--- src/rtl/multi_edge_detect_pkg.sv ---
// Shared types and helpers for the multi-channel edge detector.
package multi_edge_detect_pkg;

  typedef enum logic [1:0] {
    EDGE_OFF  = 2'b00,
    EDGE_RISE = 2'b01,
    EDGE_FALL = 2'b10,
    EDGE_BOTH = 2'b11
  } edge_mode_t;

  // Glitch-filter counter width: holds 0..len, never narrower than one bit.
  function automatic int unsigned filt_cnt_w(input int unsigned len);
    int unsigned w;
    w = $clog2(len + 1);
    return (w < 1) ? 1 : w;
  endfunction

endpackage

--- src/rtl/multi_edge_detect_chan.sv ---
// One edge-detect channel: synchroniser, optional glitch filter, qualify, sticky flag.
// Filter is compiled in only when MULTI_EDGE_DETECT_FILTER_EN is defined.
module edge_det_chan
  import multi_edge_detect_pkg::*;
#(
  parameter int unsigned SYNC_STAGES = 2,
  parameter int unsigned FILTER_LEN  = 3,
  parameter logic        IDLE_VAL    = 1'b1
) (
  input  logic       clk,
  input  logic       rst,
  input  logic       i_d,
  input  edge_mode_t i_mode,
  input  logic       i_flag_clr,
  output logic       o_level,
  output logic       o_edge_pulse,
  output logic       o_edge_dir,
  output logic       o_edge_flag
);

  logic [SYNC_STAGES-1:0] r_sync;
  logic                   w_synced;
  logic                   w_level;
  logic                   r_prev;
  logic                   r_pulse;
  logic                   r_dir;
  logic                   r_flag;
  logic                   w_rise;
  logic                   w_fall;
  logic                   w_qual;

  always_ff @(posedge clk) begin
    if (rst) begin
      r_sync <= {SYNC_STAGES{IDLE_VAL}};
    end else begin
      r_sync <= {r_sync[SYNC_STAGES-2:0], i_d};
    end
  end

  assign w_synced = r_sync[SYNC_STAGES-1];

`ifdef MULTI_EDGE_DETECT_FILTER_EN
  localparam int unsigned CNT_W = filt_cnt_w(FILTER_LEN);

  logic             r_filt;
  logic [CNT_W-1:0] r_cnt;

  // A new level is accepted only after it has differed from filt for FILTER_LEN cycles.
  always_ff @(posedge clk) begin
    if (rst) begin
      r_filt <= IDLE_VAL;
      r_cnt  <= '0;
    end else if (w_synced == r_filt) begin
      r_cnt  <= '0;
    end else if (r_cnt == CNT_W'(FILTER_LEN - 1)) begin
      r_filt <= w_synced;
      r_cnt  <= '0;
    end else begin
      r_cnt  <= r_cnt + CNT_W'(1);
    end
  end

  assign w_level = r_filt;
`else
  assign w_level = w_synced;
`endif

  assign w_rise = w_level & ~r_prev;
  assign w_fall = ~w_level & r_prev;
  assign w_qual = (w_rise & ((i_mode == EDGE_RISE) || (i_mode == EDGE_BOTH)))
                | (w_fall & ((i_mode == EDGE_FALL) || (i_mode == EDGE_BOTH)));

  always_ff @(posedge clk) begin
    if (rst) begin
      r_prev  <= IDLE_VAL;
      r_pulse <= 1'b0;
      r_dir   <= 1'b0;
      r_flag  <= 1'b0;
    end else begin
      r_prev  <= w_level;
      r_pulse <= w_qual;
      r_dir   <= w_rise & w_qual;
      // A pulse landing together with a clear keeps the flag set.
      r_flag  <= (r_flag & ~i_flag_clr) | r_pulse;
    end
  end

  assign o_level      = w_level;
  assign o_edge_pulse = r_pulse;
  assign o_edge_dir   = r_dir;
  assign o_edge_flag  = r_flag;

endmodule

--- src/rtl/multi_edge_detect.sv ---
// Multi-channel line edge detector: NUM_CH independent edge_det_chan instances.
// Optional glitch filter enabled by defining MULTI_EDGE_DETECT_FILTER_EN.
module multi_edge_detect
  import multi_edge_detect_pkg::*;
#(
  parameter int unsigned NUM_CH      = 4,
  parameter int unsigned SYNC_STAGES = 2,
  parameter int unsigned FILTER_LEN  = 3,
  parameter logic        IDLE_VAL    = 1'b1
) (
  input  logic                clk,
  input  logic                rst,
  input  logic [NUM_CH-1:0]   d_in,
  input  logic [2*NUM_CH-1:0] mode,
  input  logic [NUM_CH-1:0]   flag_clr,
  output logic [NUM_CH-1:0]   level,
  output logic [NUM_CH-1:0]   edge_pulse,
  output logic [NUM_CH-1:0]   edge_dir,
  output logic [NUM_CH-1:0]   edge_flag
);

  if (NUM_CH < 1 || SYNC_STAGES < 2 || FILTER_LEN < 1) begin : g_param_check
    $error("multi_edge_detect: NUM_CH>=1, SYNC_STAGES>=2, FILTER_LEN>=1 required");
  end

  for (genvar g = 0; g < NUM_CH; g++) begin : g_chan
    edge_det_chan #(
      .SYNC_STAGES (SYNC_STAGES),
      .FILTER_LEN  (FILTER_LEN),
      .IDLE_VAL    (IDLE_VAL)
    ) u_chan (
      .clk          (clk),
      .rst          (rst),
      .i_d          (d_in[g]),
      .i_mode       (edge_mode_t'(mode[2*g +: 2])),
      .i_flag_clr   (flag_clr[g]),
      .o_level      (level[g]),
      .o_edge_pulse (edge_pulse[g]),
      .o_edge_dir   (edge_dir[g]),
      .o_edge_flag  (edge_flag[g])
    );
  end

endmodule

--- config.mk ---
export PLATFORM = sky130hd
export DESIGN_NAME = multi_edge_detect
export DESIGN_NICKNAME = d
export VERILOG_FILES = /design/src/rtl/multi_edge_detect_pkg.sv /design/src/rtl/multi_edge_detect_chan.sv /design/src/rtl/multi_edge_detect.sv
export SDC_FILE = /design/constraint.sdc
export NUM_CORES = 1
export LEC_CHECK = 0
export ABC_AREA = 1
export CORE_MARGIN = 3
export CORE_UTILIZATION = 38
export DETAILED_ROUTE_END_ITERATION = 16
export PLACE_DENSITY = 0.83
export SETUP_SLACK_MARGIN = 0.3
export SLEW_MARGIN = 10
export SYNTH_ARGS = -nofsm -noshare
export SYNTH_HDL_FRONTEND = slang
export SYNTH_SLANG_ARGS = --single-unit
--- constraint.sdc ---
create_clock -name clk -period 0.8 [get_ports clk]
set_input_delay 0.08 -clock clk [delete_from_list [all_inputs] [get_ports clk]]
set_output_delay 0.08 -clock clk [all_outputs]
set_load 0.02 [all_outputs]
; Word-level counts from Yosys, hierarchy flattened
; Index checks and enable logic that the tools add are counted.
; W data, S select, Z words.
[word_totals]
reg_bits = 24
in_bits = 18
out_inout_bits = 16
word_cells = 84
[op_classes]
n_eq_ne = 12
bitwise = 44
reduce_logical = 8
[ops]
columns = operator, count
row1 = $and A1 B1 Y1, 24
row2 = $eq A2 B2 Y1 const B, 8
row3 = $not A1 Y1, 12
row4 = $eq A2 B1 Y1 const B, 4
row5 = $logic_or A1 B1 Y1, 8
row6 = $or A1 B1 Y1, 8

; Longest topological paths before layout
[logic_depth]
depth_word = 5
depth_mapped = 4
mapped_depth_nobuf = 4

; Cells and area by module
; Synthesis repeated with hierarchy kept, for this count alone.
[unflattened]
hier_cells = 92
hier_area_um2 = 770.7
[by_module_without_submodules]
columns = mod, instances, cells_each, area_per_inst_um2, seq_area_each_um2
row1 = edge_det_chan, 4, 23, 192.7, 120.1

; Least setup slack after synthesis
; Ideal clock, no wire load.
[synth_timing]
path_kind = register to register
from = reg g_chan[0].u_chan.r_sync[1]
to = reg g_chan[0].u_chan.r_pulse
setup_ns = 0.058
arrival_time_ns = 0.551
t_required_ns = 0.742
path_slack_ns = 0.191
path_stages_with_launch = 5
synth_period_minus_slack_ns = 0.609
cell_sequence = dfxtp_1 inv_1 nor2_1 nand2_1 nand2_1
[synth_between]
elab_chain_len = 4
elab_cells_between_ends = 6
[synth_lines]
columns = element, line
row1 = start: declaration, multi_edge_detect_chan.sv:21  ; logic [SYNC_STAGES-1:0] r_sync;
row2 = start signal: assignment, multi_edge_detect_chan.sv:34  ; r_sync <= {SYNC_STAGES{IDLE_VAL}};
row3 = start signal: assignment, multi_edge_detect_chan.sv:36  ; r_sync <= {r_sync[SYNC_STAGES-2:0], i_d};
row4 = $not A1 Y1, multi_edge_detect_chan.sv:69  ; assign w_fall = ~w_level & r_prev;
row5 = $and A1 B1 Y1, multi_edge_detect_chan.sv:69
row6 = $and A1 B1 Y1, multi_edge_detect_chan.sv:71  ; | (w_fall & ((i_mode == EDGE_FALL) || (i_mode == EDGE_BOTH)));
row7 = $or A1 B1 Y1 *, multi_edge_detect_chan.sv:71
row8 = end signal: assignment, multi_edge_detect_chan.sv:81  ; r_pulse <= w_qual;
row9 = end: declaration, multi_edge_detect_chan.sv:25  ; logic r_pulse;
; Every way passes the cells marked *; elsewhere a longest branch is shown, timed or not.
; A chain may end at the register's enable or synchronous reset.

; Final worst setup path
[layout_timing]
from = reg g_chan[1].u_chan.r_pulse
to = out edge_pulse[1]
[layout_lines]
columns = element, line
row1 = start: declaration, multi_edge_detect_chan.sv:25
row2 = start signal: assignment, multi_edge_detect_chan.sv:81
row3 = end: declaration, multi_edge_detect.sv:17  ; output logic [NUM_CH-1:0] edge_pulse,
; No word-level cell between the ends.

==> results.cfg <==
[power]
peakVddDrop_mv = 1.102
p_leak_nw = 0.6629
p_per_area_nw_per_um2 = 1524

[global_routing]
grt.busiest_layer = met2
grt_use_met2_pct = 19.76
grtUsageTotal_pct = 10.42
grt_max_degree = 13
use_met3_pct = 2.103
grt-ovfl-total = 0
grt_pass1_wl_um = 2539
grt_pass1_vias = 633
antenna_found_initial = 0
grt_util_met1_pct = 10.00

[synthesis]
synthXorXnorAreaFrac_pct = 0
async_reset_ff_share_pct = 0
synth_common_cells = inv_1 (28), dfxtp_1 (24), nand2_1 (20)
synth_ff_type = dfxtp_1
synth_top_cell_by_area = dfxtp_1
synthMuxAreaShare_pct = 0
ys_seq_area_share_pct = 51.75
syn_area_um2 = 928.4
synth_top_family_by_area = buffers and inverters
synth_top_area_share_pct = 51.75
syn_inst = 114
synth_top_cells_by_area = dfxtp_1 (52%), buf_4 (13%), inv_1 (11%)
synth_simple_gate_area_share_pct = 19.41
synth_nets = 132
synth_area_per_cell_um2 = 8.144
yosysWarnings = 0
synth_cell_types = 9
synth_edf_count = 0
synth_compound_area_share_pct = 2.156
synthAdderAreaFrac_pct = 0
synth_most_common_cell = inv_1
synth-seq-cells = 24

[die]
die_h_um = 55.43
die_area_um2 = 3072
ioPinCount = 34
core.rowCount = 17
die_w_um = 55.43
core_area_um2 = 2255
start_util_pct = 41.18

[clock_network]
numCtsBuffers = 3
clk_pin_slew_ps = 120
hold_buffers = 0
insertion_delay_ps = 300
cts_buffer_depth = 2
cts_sinks = 24
cts_tree = yes
root_buffer = clkbuf_4
h-tree-depth = 1

[outcome]
failed_checks = setup timing
status = complete, but fails checks

[timing]
slew_violations = 0
tightest_slew_ps = 155.3
hold_violations = 0
max_freq_mhz = 1167
layout_setup_ws_ps = -57.14
maxSlewHeadroom_pct = 89.65
period_needed_ps = 857.1
period_share_pct = 107.1
tns_ps = -645.4
finalSetupViolations = 17
rsz0062_at_grt = yes
finClkSkew_ps = 5.588

[place]
io_buffer_count = 33
place_inst = 163
pre_cts_ws_ps = -241.3
dpl_cell_area_um2 = 1206
dpl.hpwl_um = 1161
gp_congestion = 0.7129

[detailed_routing]
vias = 669
dr.first_iter.drc_count = 7
vias_per_cell = 3.959
wl_per_cell_um = 9.349
antenna_left = 0
drtPass1Iterations = 4
finalWirelength_um = 1580
drc = 0

[critical_path]
worst_ep_arrival_time_ps = 780
crit_family = flip-flops
worstPathMaxFanout = 2
path_cells = buf_6
path_buf_inv = 1
end_kind = primary output
crit_type = flop to primary output
max_stage_delay_ps = 360
cp-start-kind = flop
cp_slowest_cell = dfxtp_2
crit_required_ps = 720

[layout]
multi_input_area_um2 = 230.2
num-fill-cells = 209
fin_util_pct = 58.49
insertedDiodeCount = 0
instances_no_fill = 169
flow.area_growth_from_synthesis_pct = 42.05
ff_latch_area_um2 = 500.5
fin_area_um2 = 1319
layout-drive-gt1-share_pct = 39.01
nets = 161

[job]
drv_cap = 0

[worst_hold_path]
hold_path_class = input port to flop
## layer usage
| metal | vias to the layer above | routed length, um |
|---|---|---|
| li1 | 355 | - |
| met2 | 25 | 814 |
| met3 | 6 | 105 |
| met4 | 0 | 45 |
| met5 | - | 0 |
| met1 | 283 | 614 |
## cell type report
cell class              count  share of cell area (%)
clock buffers               3                   1.708
inverters                  28                   7.970
multi-input cells          44                   17.46
flip-flops and latches     24                   37.95
well taps                  28                   2.657
repair buffers             42                   32.26
## report_power, final
part | switching [mW] | total, mW | internal [mW]
combinational | 0.106 | 0.266 | 0.160
clock | 0.319 | 0.494 | 0.175
sequential | 0.0174 | 1.25 | 1.23
## sequential cells by signal, indices dropped and copies added, names as in the netlist
register	cells
g_chan.u_chan.o_edge_dir	4
g_chan.u_chan.o_edge_flag	4
g_chan.u_chan.o_edge_pulse	4
g_chan.u_chan.r_prev	4
g_chan.u_chan.r_sync	8
## logic make-up (layout without fill, tap and decap cells)
| logic type | count (synthesis) | after routing |
|---|---|---|
| compound gates | 4 | 4 |
| flops | 24 | 24 |
| simple gates | 40 | 40 |
| buf+inv | 46 | 73 |
## stage by stage
stage | hold slack, ps | total power, mW
global route | 248.3 | 2.106
global placement | 385.2 | 1.504
detailed placement | 391.3 | 1.511
floorplan | 179.8 | 1.403
finish | 246.9 | 2.010
CTS | 242.0 | 2.022
## path summary, 6_finish.rpt
| check | from | end | slack, ps | cells past startpoint |
|---|---|---|---|---|
| setup reg to reg | g_chan[0].u_chan.r_sync[1] | g_chan[0].u_chan.o_edge_dir | 0 | 5 |
| hold / removal | rst | g_chan[0].u_chan.r_sync[0] | 250 | 3 |
| hold reg to reg | g_chan[3].u_chan.r_sync[0] | g_chan[3].u_chan.r_sync[1] | 410 | 1 |
| setup / recovery | g_chan[1].u_chan.o_edge_pulse | edge_pulse[1] | -60 | 1 |
## placed cells by master (no fill, tap or decap), drive strengths merged
master / n
clkbuf: 3
nand2: 20
or2: 8
clkdlybuf4s15: 1
dfxtp: 24
inv: 28
nor2: 12
a21oi: 4
buf: 25
clkdlybuf4s50: 16
## timing repair
action	CTS	global route
gates cloned	2	0
gates resized for setup	114	6
setup buffers	0	1
endpoints found under the setup margin	40	36
pin swaps	0	3
## worst register-to-register path: cells and delay by family, from the launching register on
| family | cells | cell delay [ps] |
|---|---|---|
| DFF | 1 | 360 |
| buffers and inverters | 3 | 220 |
| and+or+nand+nor | 2 | 180 |
No activity file was read; power rests on OpenSTA's default activity.
